<file path="src/rtl/softmax_seq_ctrl.sv">
// softmax_seq_ctrl: three-pass sequencer for a streaming softmax.
//   MAX  pass: reads the range and tracks the signed maximum of all lanes.
//   SUM  pass: reads the range again and accumulates the external exp results
//              (saturating, with a sticky flag).
//   NORM pass: reads the range a third time while the external logsub/exp path
//              produces normalised data; out_valid marks when that data is ready.
// Optional feature: define SOFTMAX_SEQ_ABORT_EN to add an 'abort' input that
// cancels a run in progress without producing a done pulse.
module softmax_seq_ctrl #(
    parameter int DATAWIDTH = 16,
    parameter int NUM       = 4,
    parameter int ADDRSIZE  = 8,
    parameter int LAT_EXP   = 3,
    parameter int LAT_OUT   = 4
) (
    input  logic                     clk,
    input  logic                     reset,
    input  logic                     start,
    input  logic [ADDRSIZE-1:0]      start_addr,
    input  logic [ADDRSIZE-1:0]      end_addr,
`ifdef SOFTMAX_SEQ_ABORT_EN
    input  logic                     abort,
`endif
    output logic                     rd_en,
    output logic [ADDRSIZE-1:0]      rd_addr,
    input  logic [DATAWIDTH*NUM-1:0] inp,
    input  logic [DATAWIDTH*NUM-1:0] exp_in,
    output logic [1:0]               pass,
    output logic [DATAWIDTH-1:0]     max_out,
    output logic [DATAWIDTH-1:0]     sum_out,
    output logic                     sat,
    output logic                     out_valid,
    output logic                     busy,
    output logic                     done,
    output logic                     err
);

    // Accumulator is wide enough to hold the old sum plus NUM full lanes.
    localparam int SW   = DATAWIDTH + $clog2(NUM) + 1;
    localparam int LMAX = (LAT_EXP > LAT_OUT) ? LAT_EXP : LAT_OUT;
    localparam int CW   = $clog2(LMAX + 2);

    localparam logic [ADDRSIZE-1:0]  A_ONE    = 1;
    localparam logic [CW-1:0]        C_ONE    = 1;
    localparam logic [CW-1:0]        C_EXP    = CW'(LAT_EXP);
    localparam logic [CW-1:0]        C_OUT    = CW'(LAT_OUT);
    localparam logic [DATAWIDTH-1:0] MOST_NEG = {1'b1, {(DATAWIDTH-1){1'b0}}};
    localparam logic [DATAWIDTH-1:0] ALL_ONES = {DATAWIDTH{1'b1}};
    localparam logic [SW-1:0]        SAT_LIM  = {{(SW-DATAWIDTH){1'b0}}, ALL_ONES};

    typedef enum logic [2:0] {
        S_IDLE, S_MAX, S_MWAIT, S_SUM, S_DRAIN, S_NORM, S_FLUSH, S_DONE
    } state_t;

    state_t                r_state;
    logic [ADDRSIZE-1:0]   r_addr;
    logic [ADDRSIZE-1:0]   r_start;
    logic [ADDRSIZE-1:0]   r_last;
    logic [CW-1:0]         r_cnt;
    logic                  r_rd_en;
    logic [1:0]            r_pass;
    logic                  r_busy;
    logic                  r_done;
    logic                  r_err;

    logic [DATAWIDTH-1:0]  r_max;
    logic [DATAWIDTH-1:0]  r_sum;
    logic                  r_sat;

    logic                  r_max_vld;
    logic [LAT_EXP:0]      r_exp_dl;
    logic [LAT_OUT:0]      r_out_dl;

    logic                  w_abort;
    logic                  w_start_ok;
    logic [DATAWIDTH-1:0]  w_in_lane  [NUM];
    logic [DATAWIDTH-1:0]  w_exp_lane [NUM];
    logic [DATAWIDTH-1:0]  w_max_next;
    logic [SW-1:0]         w_sum_wide;

`ifdef SOFTMAX_SEQ_ABORT_EN
    assign w_abort = abort && r_busy;
`else
    assign w_abort = 1'b0;
`endif

    // An empty or inverted range is rejected without entering the run.
    assign w_start_ok = (r_state == S_IDLE) && start && (start_addr < end_addr);

    genvar gi;
    generate
        for (gi = 0; gi < NUM; gi++) begin : g_lane
            assign w_in_lane[gi]  = inp[gi*DATAWIDTH +: DATAWIDTH];
            assign w_exp_lane[gi] = exp_in[gi*DATAWIDTH +: DATAWIDTH];
        end
    endgenerate

    // Lane reduction: signed max against the running max, and the wide exp sum.
    always_comb begin
        w_max_next = r_max;
        w_sum_wide = SW'(r_sum);
        for (int i = 0; i < NUM; i++) begin
            if ($signed(w_in_lane[i]) > $signed(w_max_next))
                w_max_next = w_in_lane[i];
            w_sum_wide = w_sum_wide + SW'(w_exp_lane[i]);
        end
    end

    // Sequencer: walks the three read passes and the fixed wait/drain/flush gaps.
    always_ff @(posedge clk) begin
        if (reset) begin
            r_state <= S_IDLE;
            r_addr  <= '0;
            r_start <= '0;
            r_last  <= '0;
            r_cnt   <= '0;
            r_rd_en <= 1'b0;
            r_pass  <= 2'd0;
            r_busy  <= 1'b0;
            r_done  <= 1'b0;
            r_err   <= 1'b0;
        end else begin
            r_done <= 1'b0;
            r_err  <= 1'b0;
            if (w_abort) begin
                r_state <= S_IDLE;
                r_rd_en <= 1'b0;
                r_pass  <= 2'd0;
                r_busy  <= 1'b0;
            end else begin
                case (r_state)
                    S_IDLE: begin
                        if (w_start_ok) begin
                            r_start <= start_addr;
                            r_last  <= end_addr - A_ONE;
                            r_addr  <= start_addr;
                            r_rd_en <= 1'b1;
                            r_pass  <= 2'd1;
                            r_busy  <= 1'b1;
                            r_state <= S_MAX;
                        end else if (start) begin
                            r_done <= 1'b1;
                            r_err  <= 1'b1;
                        end
                    end
                    S_MAX: begin
                        if (r_addr == r_last) begin
                            r_rd_en <= 1'b0;
                            r_pass  <= 2'd0;
                            r_state <= S_MWAIT;
                        end else begin
                            r_addr <= r_addr + A_ONE;
                        end
                    end
                    S_MWAIT: begin
                        r_addr  <= r_start;
                        r_rd_en <= 1'b1;
                        r_pass  <= 2'd2;
                        r_state <= S_SUM;
                    end
                    S_SUM: begin
                        if (r_addr == r_last) begin
                            r_rd_en <= 1'b0;
                            r_pass  <= 2'd0;
                            r_cnt   <= C_EXP;
                            r_state <= S_DRAIN;
                        end else begin
                            r_addr <= r_addr + A_ONE;
                        end
                    end
                    S_DRAIN: begin
                        if (r_cnt == '0) begin
                            r_addr  <= r_start;
                            r_rd_en <= 1'b1;
                            r_pass  <= 2'd3;
                            r_state <= S_NORM;
                        end else begin
                            r_cnt <= r_cnt - C_ONE;
                        end
                    end
                    S_NORM: begin
                        if (r_addr == r_last) begin
                            r_rd_en <= 1'b0;
                            r_pass  <= 2'd0;
                            r_cnt   <= C_OUT;
                            r_state <= S_FLUSH;
                        end else begin
                            r_addr <= r_addr + A_ONE;
                        end
                    end
                    S_FLUSH: begin
                        if (r_cnt == '0) begin
                            r_done  <= 1'b1;
                            r_state <= S_DONE;
                        end else begin
                            r_cnt <= r_cnt - C_ONE;
                        end
                    end
                    S_DONE: begin
                        r_busy  <= 1'b0;
                        r_state <= S_IDLE;
                    end
                    default: r_state <= S_IDLE;
                endcase
            end
        end
    end

    // Valid markers: MAX data one cycle after the read, exp data 1+LAT_EXP after a
    // SUM read, normalised data 1+LAT_OUT after a NORM read.
    always_ff @(posedge clk) begin
        if (reset || w_abort) begin
            r_max_vld <= 1'b0;
            r_exp_dl  <= '0;
            r_out_dl  <= '0;
        end else begin
            r_max_vld   <= r_rd_en && (r_state == S_MAX);
            r_exp_dl[0] <= r_rd_en && (r_state == S_SUM);
            r_out_dl[0] <= r_rd_en && (r_state == S_NORM);
            for (int i = LAT_EXP; i > 0; i--) r_exp_dl[i] <= r_exp_dl[i-1];
            for (int i = LAT_OUT; i > 0; i--) r_out_dl[i] <= r_out_dl[i-1];
        end
    end

    // Running max and saturating exp sum; values persist after the run ends.
    always_ff @(posedge clk) begin
        if (reset) begin
            r_max <= '0;
            r_sum <= '0;
            r_sat <= 1'b0;
        end else if (w_start_ok && !w_abort) begin
            r_max <= MOST_NEG;
            r_sum <= '0;
            r_sat <= 1'b0;
        end else if (!w_abort) begin
            if (r_max_vld)
                r_max <= w_max_next;
            if (r_exp_dl[LAT_EXP]) begin
                if (w_sum_wide > SAT_LIM) begin
                    r_sum <= ALL_ONES;
                    r_sat <= 1'b1;
                end else begin
                    r_sum <= w_sum_wide[DATAWIDTH-1:0];
                end
            end
        end
    end

    assign rd_en     = r_rd_en;
    assign rd_addr   = r_addr;
    assign pass      = r_pass;
    assign max_out   = r_max;
    assign sum_out   = r_sum;
    assign sat       = r_sat;
    assign out_valid = r_out_dl[LAT_OUT];
    assign busy      = r_busy;
    assign done      = r_done;
    assign err       = r_err;

endmodule
</file>
<file path="config.mk">
export PLATFORM = sky130hd
export DESIGN_NAME = softmax_seq_ctrl
export DESIGN_NICKNAME = d
export VERILOG_FILES = /design/src/rtl/softmax_seq_ctrl.sv
export SDC_FILE = /design/constraint.sdc
export NUM_CORES = 1
export LEC_CHECK = 0
export CAP_MARGIN = 10
export CELL_PAD_IN_SITES_DETAIL_PLACEMENT = 0
export CELL_PAD_IN_SITES_GLOBAL_PLACEMENT = 1
export CORE_UTILIZATION = 40
export DETAILED_ROUTE_END_ITERATION = 12
export GPL_TIMING_DRIVEN = 0
export HOLD_SLACK_MARGIN = 0.12
export PLACE_DENSITY = 0.95
export SYNTH_ARGS = -nofsm -noshare
export SYNTH_HDL_FRONTEND = slang
export SYNTH_SLANG_ARGS = --single-unit
</file>
<file path="constraint.sdc">
create_clock -name clk -period 28.9 [get_ports clk]
set_clock_uncertainty 0.15 [all_clocks]
set_input_delay 2.89 -clock clk [delete_from_list [all_inputs] [get_ports clk]]
set_output_delay 2.89 -clock clk [all_outputs]
set_load 0.01 [all_outputs]
</file>
==> metrics.md <==
| Metric | Value |
|---|---|
| Leading post-synthesis cells by cell area | dfxtp_1 (21%), ha_1 (16%), fa_1 (12%), inv_1 (3.5%), o21ai_0 (3.5%) |
| Number of antenna violations at the first check in global routing | 0 |
| Number of post-CTS setup repair buffers | 0 |
| Bufs and invs on worst path | 8 |
| Number of levels the H-tree was split into | 3 |
| Number of enable flip-flop cells after synthesis | 0 |
| Final count of pins violating max slew | 0 |
| Clock slew seen by the registers of the worst setup and hold paths | 50 ps |
| Final antenna-violating net count | 0 |
| Setup repair after global routing missed its margin | false |
| Nets | 1347 |
| Cell area power density | 64.1 nW/µm² |
| Residual DRC count | 0 |
| Largest vdd supply drop | 0.0307 mV |
| Min Hold Slack | 285 ps |
| Sink count of the clock tree | 79 |
| Most repeated cell in the gate-level netlist after synthesis | ha_1 |
| Achievable frequency | 70.5 MHz |
| Global-route wire length before repair | 33800 µm |
| Result of the run | completed |
| Count of final hold-check violations | 0 |
| Via count of the first global-routing pass | 6895 |
| Die Width | 140 µm |
| Post-route fraction of the period consumed by the critical path | 0.491 |
| Clk buf depth | 2 |
| Count of non-filler cells in the finished layout | 1291 |
| Start-to-end type of the worst setup path | primary input to flip-flop |
| Number of hold-repair buffers added at the cts stage | 0 |
| Clk Tree Root Cell | clkbuf_16 |
| Cts bufs inserted | 9 |
| Mean cell area of the mapped netlist | 8.88 µm² |
| Total negative setup slack | 0 ps |
| Post-placement worst setup slack | 14470 ps |
| Mapped cell area | 7580 µm² |
| Worst rel slew slack | 0.379 |
| Max_cap viols | 0 |
| Gpl congestion | 0.894 |
| Leading cell types by count after synthesis | ha_1 (94), dfxtp_1 (79), inv_1 (71) |
| Slowest Stage Delay on Critical Path | 590 ps |
| Die Footprint | 19500 µm² |
| Arrival time of data at the critical path endpoint | 14220 ps |
| Unique cell type count in the Yosys netlist | 74 |
| Slew of the pin with the lowest slew margin | 926 ps |
| Class of the most critical hold timing path | flip-flop to flip-flop |
| Overall overflow remaining after global route | 0 |
| Synthesis-stage register bit count | 79 |
| Die outline height | 140 µm |
| DRT iter0 DRCs | 322 |
| Flip-flop cell with the highest count after synthesis | dfxtp_1 |
| Cell type with the largest total area after synthesis | dfxtp_1 |
| Crit path time final | 14190 ps |
| Final number of setup-violating endpoints | 0 |
| Startpoint type of the worst setup path | primary input |
| Sequential fraction of the synthesis area | 0.209 |
| Gate Count Post-Synth | 854 |
| Resized Gates After CTS | 0 |
| Kind of cell with the highest combined delay on the critical path | compound AO/OA/AOI/OAI gates |
| Number of placed I/O pins | 195 |
| Synth Net Count | 1142 |
| PnR Total Power | 646 µW |
| Fraction of final layout cells sized beyond drive strength 1 | 0.0499 |
| Worst Path Max Fanout | 10 |
| Maximum number of pins on one net before global-route repair | 12 |
| Post-placement cell count | 1277 |
| Final antenna diode count | 0 |
| Row Count | 49 |
| Post-detailed-routing wire length | 20800 µm |
| Lkg Pwr | 4.12 nW |
| Area delta synth->final | 33.0% |
| Via count normalized by instance count | 5.41 |
| Starting utilization of the core area | 0.415 |
| Final worst-path setup slack | 14710 ps |
| Clock tree from TritonCTS | done |
| Routed wire per std cell | 16.1 µm |
| Data required time at the worst endpoint | 28930 ps |
| Number of warnings issued by yosys | 0 |
| Port Buf Inserts | 194 |
| Crit. End Element | flip-flop |
| Number of search-and-repair iterations in the first detailed-routing pass | 4 |
| Fraction of registers with async set or reset after synthesis | 0 |
| Critical path's slowest cell | a31oi_1 |
| Floorplan core area | 18300 µm² |
| HPWL after detailed placement | 17600 µm |
| Insertion delay to the later sink of the worst-skew pair | 320 ps |
| Via count | 6984 |
| Tot GR Track Use | 0.215 |
| Portion of synthesized cell area occupied by the leading cell type | 0.209 |
per-stage QoR:
| step | utilization | instance area, µm² |
|---|---|---|
| after floorplan | - | 7580 |
| after global placement | 0.537 | 9810 |
| after detailed placement | 0.537 | 9820 |
| after CTS | 0.552 | 10100 |
| after global routing | 0.552 | 10100 |
| final | 0.552 | 10100 |
final timing paths:
path / start / endpoint / slack (ps) / depth (start not counted)
setup reg to reg: max_out[11] / max_out[5] / 17330 / 53
setup / recovery: inp[11] / max_out[5] / 14710 / 53
hold / removal: r_exp_dl[1] / r_exp_dl[2] / 280 / 1
hold reg to reg: r_exp_dl[1] / r_exp_dl[2] / 280 / 1
worst reg2reg max path: cells and delay by family, from the launching register on:
family	cells	cell delay, ps
fa+ha+maj	4	1100
mux	1	320
buf+inv	8	2430
flops	1	340
simple gates	12	2580
compound gates	28	4550
cell usage in the layout, fill, tap and decap left out, drive strengths merged, types with 19 or more instances in the layout:
master / instances
nor2: 69
clkdlybuf4s50: 194
a21oi: 47
nand4: 24
a21o: 21
xnor2: 29
dfxtp: 79
fa: 47
nor2b: 20
o21ai: 57
a31oi: 21
nand2: 44
clkbuf: 40
ha: 94
mux2i: 19
inv: 71
layer usage:
layer	vias to the layer above	wire length [µm]	track usage
met4	0	207	0.0428
met5	-	0	0
met1	3295	9180	0.277
li1	3496	-	-
met2	177	10500	0.382
met3	16	932	0.0289
registers in the layout, indices dropped and copies added (netlist names), 2 cells and up:
register / flops
max_out: 16
sum_out: 16
r_last: 8
r_start: 8
rd_addr: 8
r_out_dl: 5
r_exp_dl: 4
r_cnt: 3
r_state: 3
pass: 2
area by class of cell:
type / instances / area (µm²)
repair buffers: 194 / 1940
inverters: 71 / 267
plain buffers: 30 / 121
flip-flops and latches: 79 / 1580
clock buffers: 13 / 260
fillers: 1691 / 8190
well taps: 229 / 287
clock inverters: 1 / 5.00
multi-input cells: 674 / 5620
power breakdown:
group	switching, mW	internal (mW)	total, mW
combinational	0.224	0.184	0.408
clock	0.0410	0.0618	0.103
sequential	0.0134	0.122	0.135
total	0.278	0.368	0.646
kinds of logic (layout without fill, tap and decap cells):
kind of cell,count (synthesis),count (layout),synth area share
AO/OA/AOI/OAI,235,235,0.216
AND/OR/NAND/NOR,228,228,0.152
adder cells (fa/ha/maj),141,141,0.279
buffers and inverters,101,309,0.0512
flip-flops,79,79,0.209
multiplexers,36,36,0.0543
XOR/XNOR,34,34,0.0393
(Power assumes the default switching activity.)
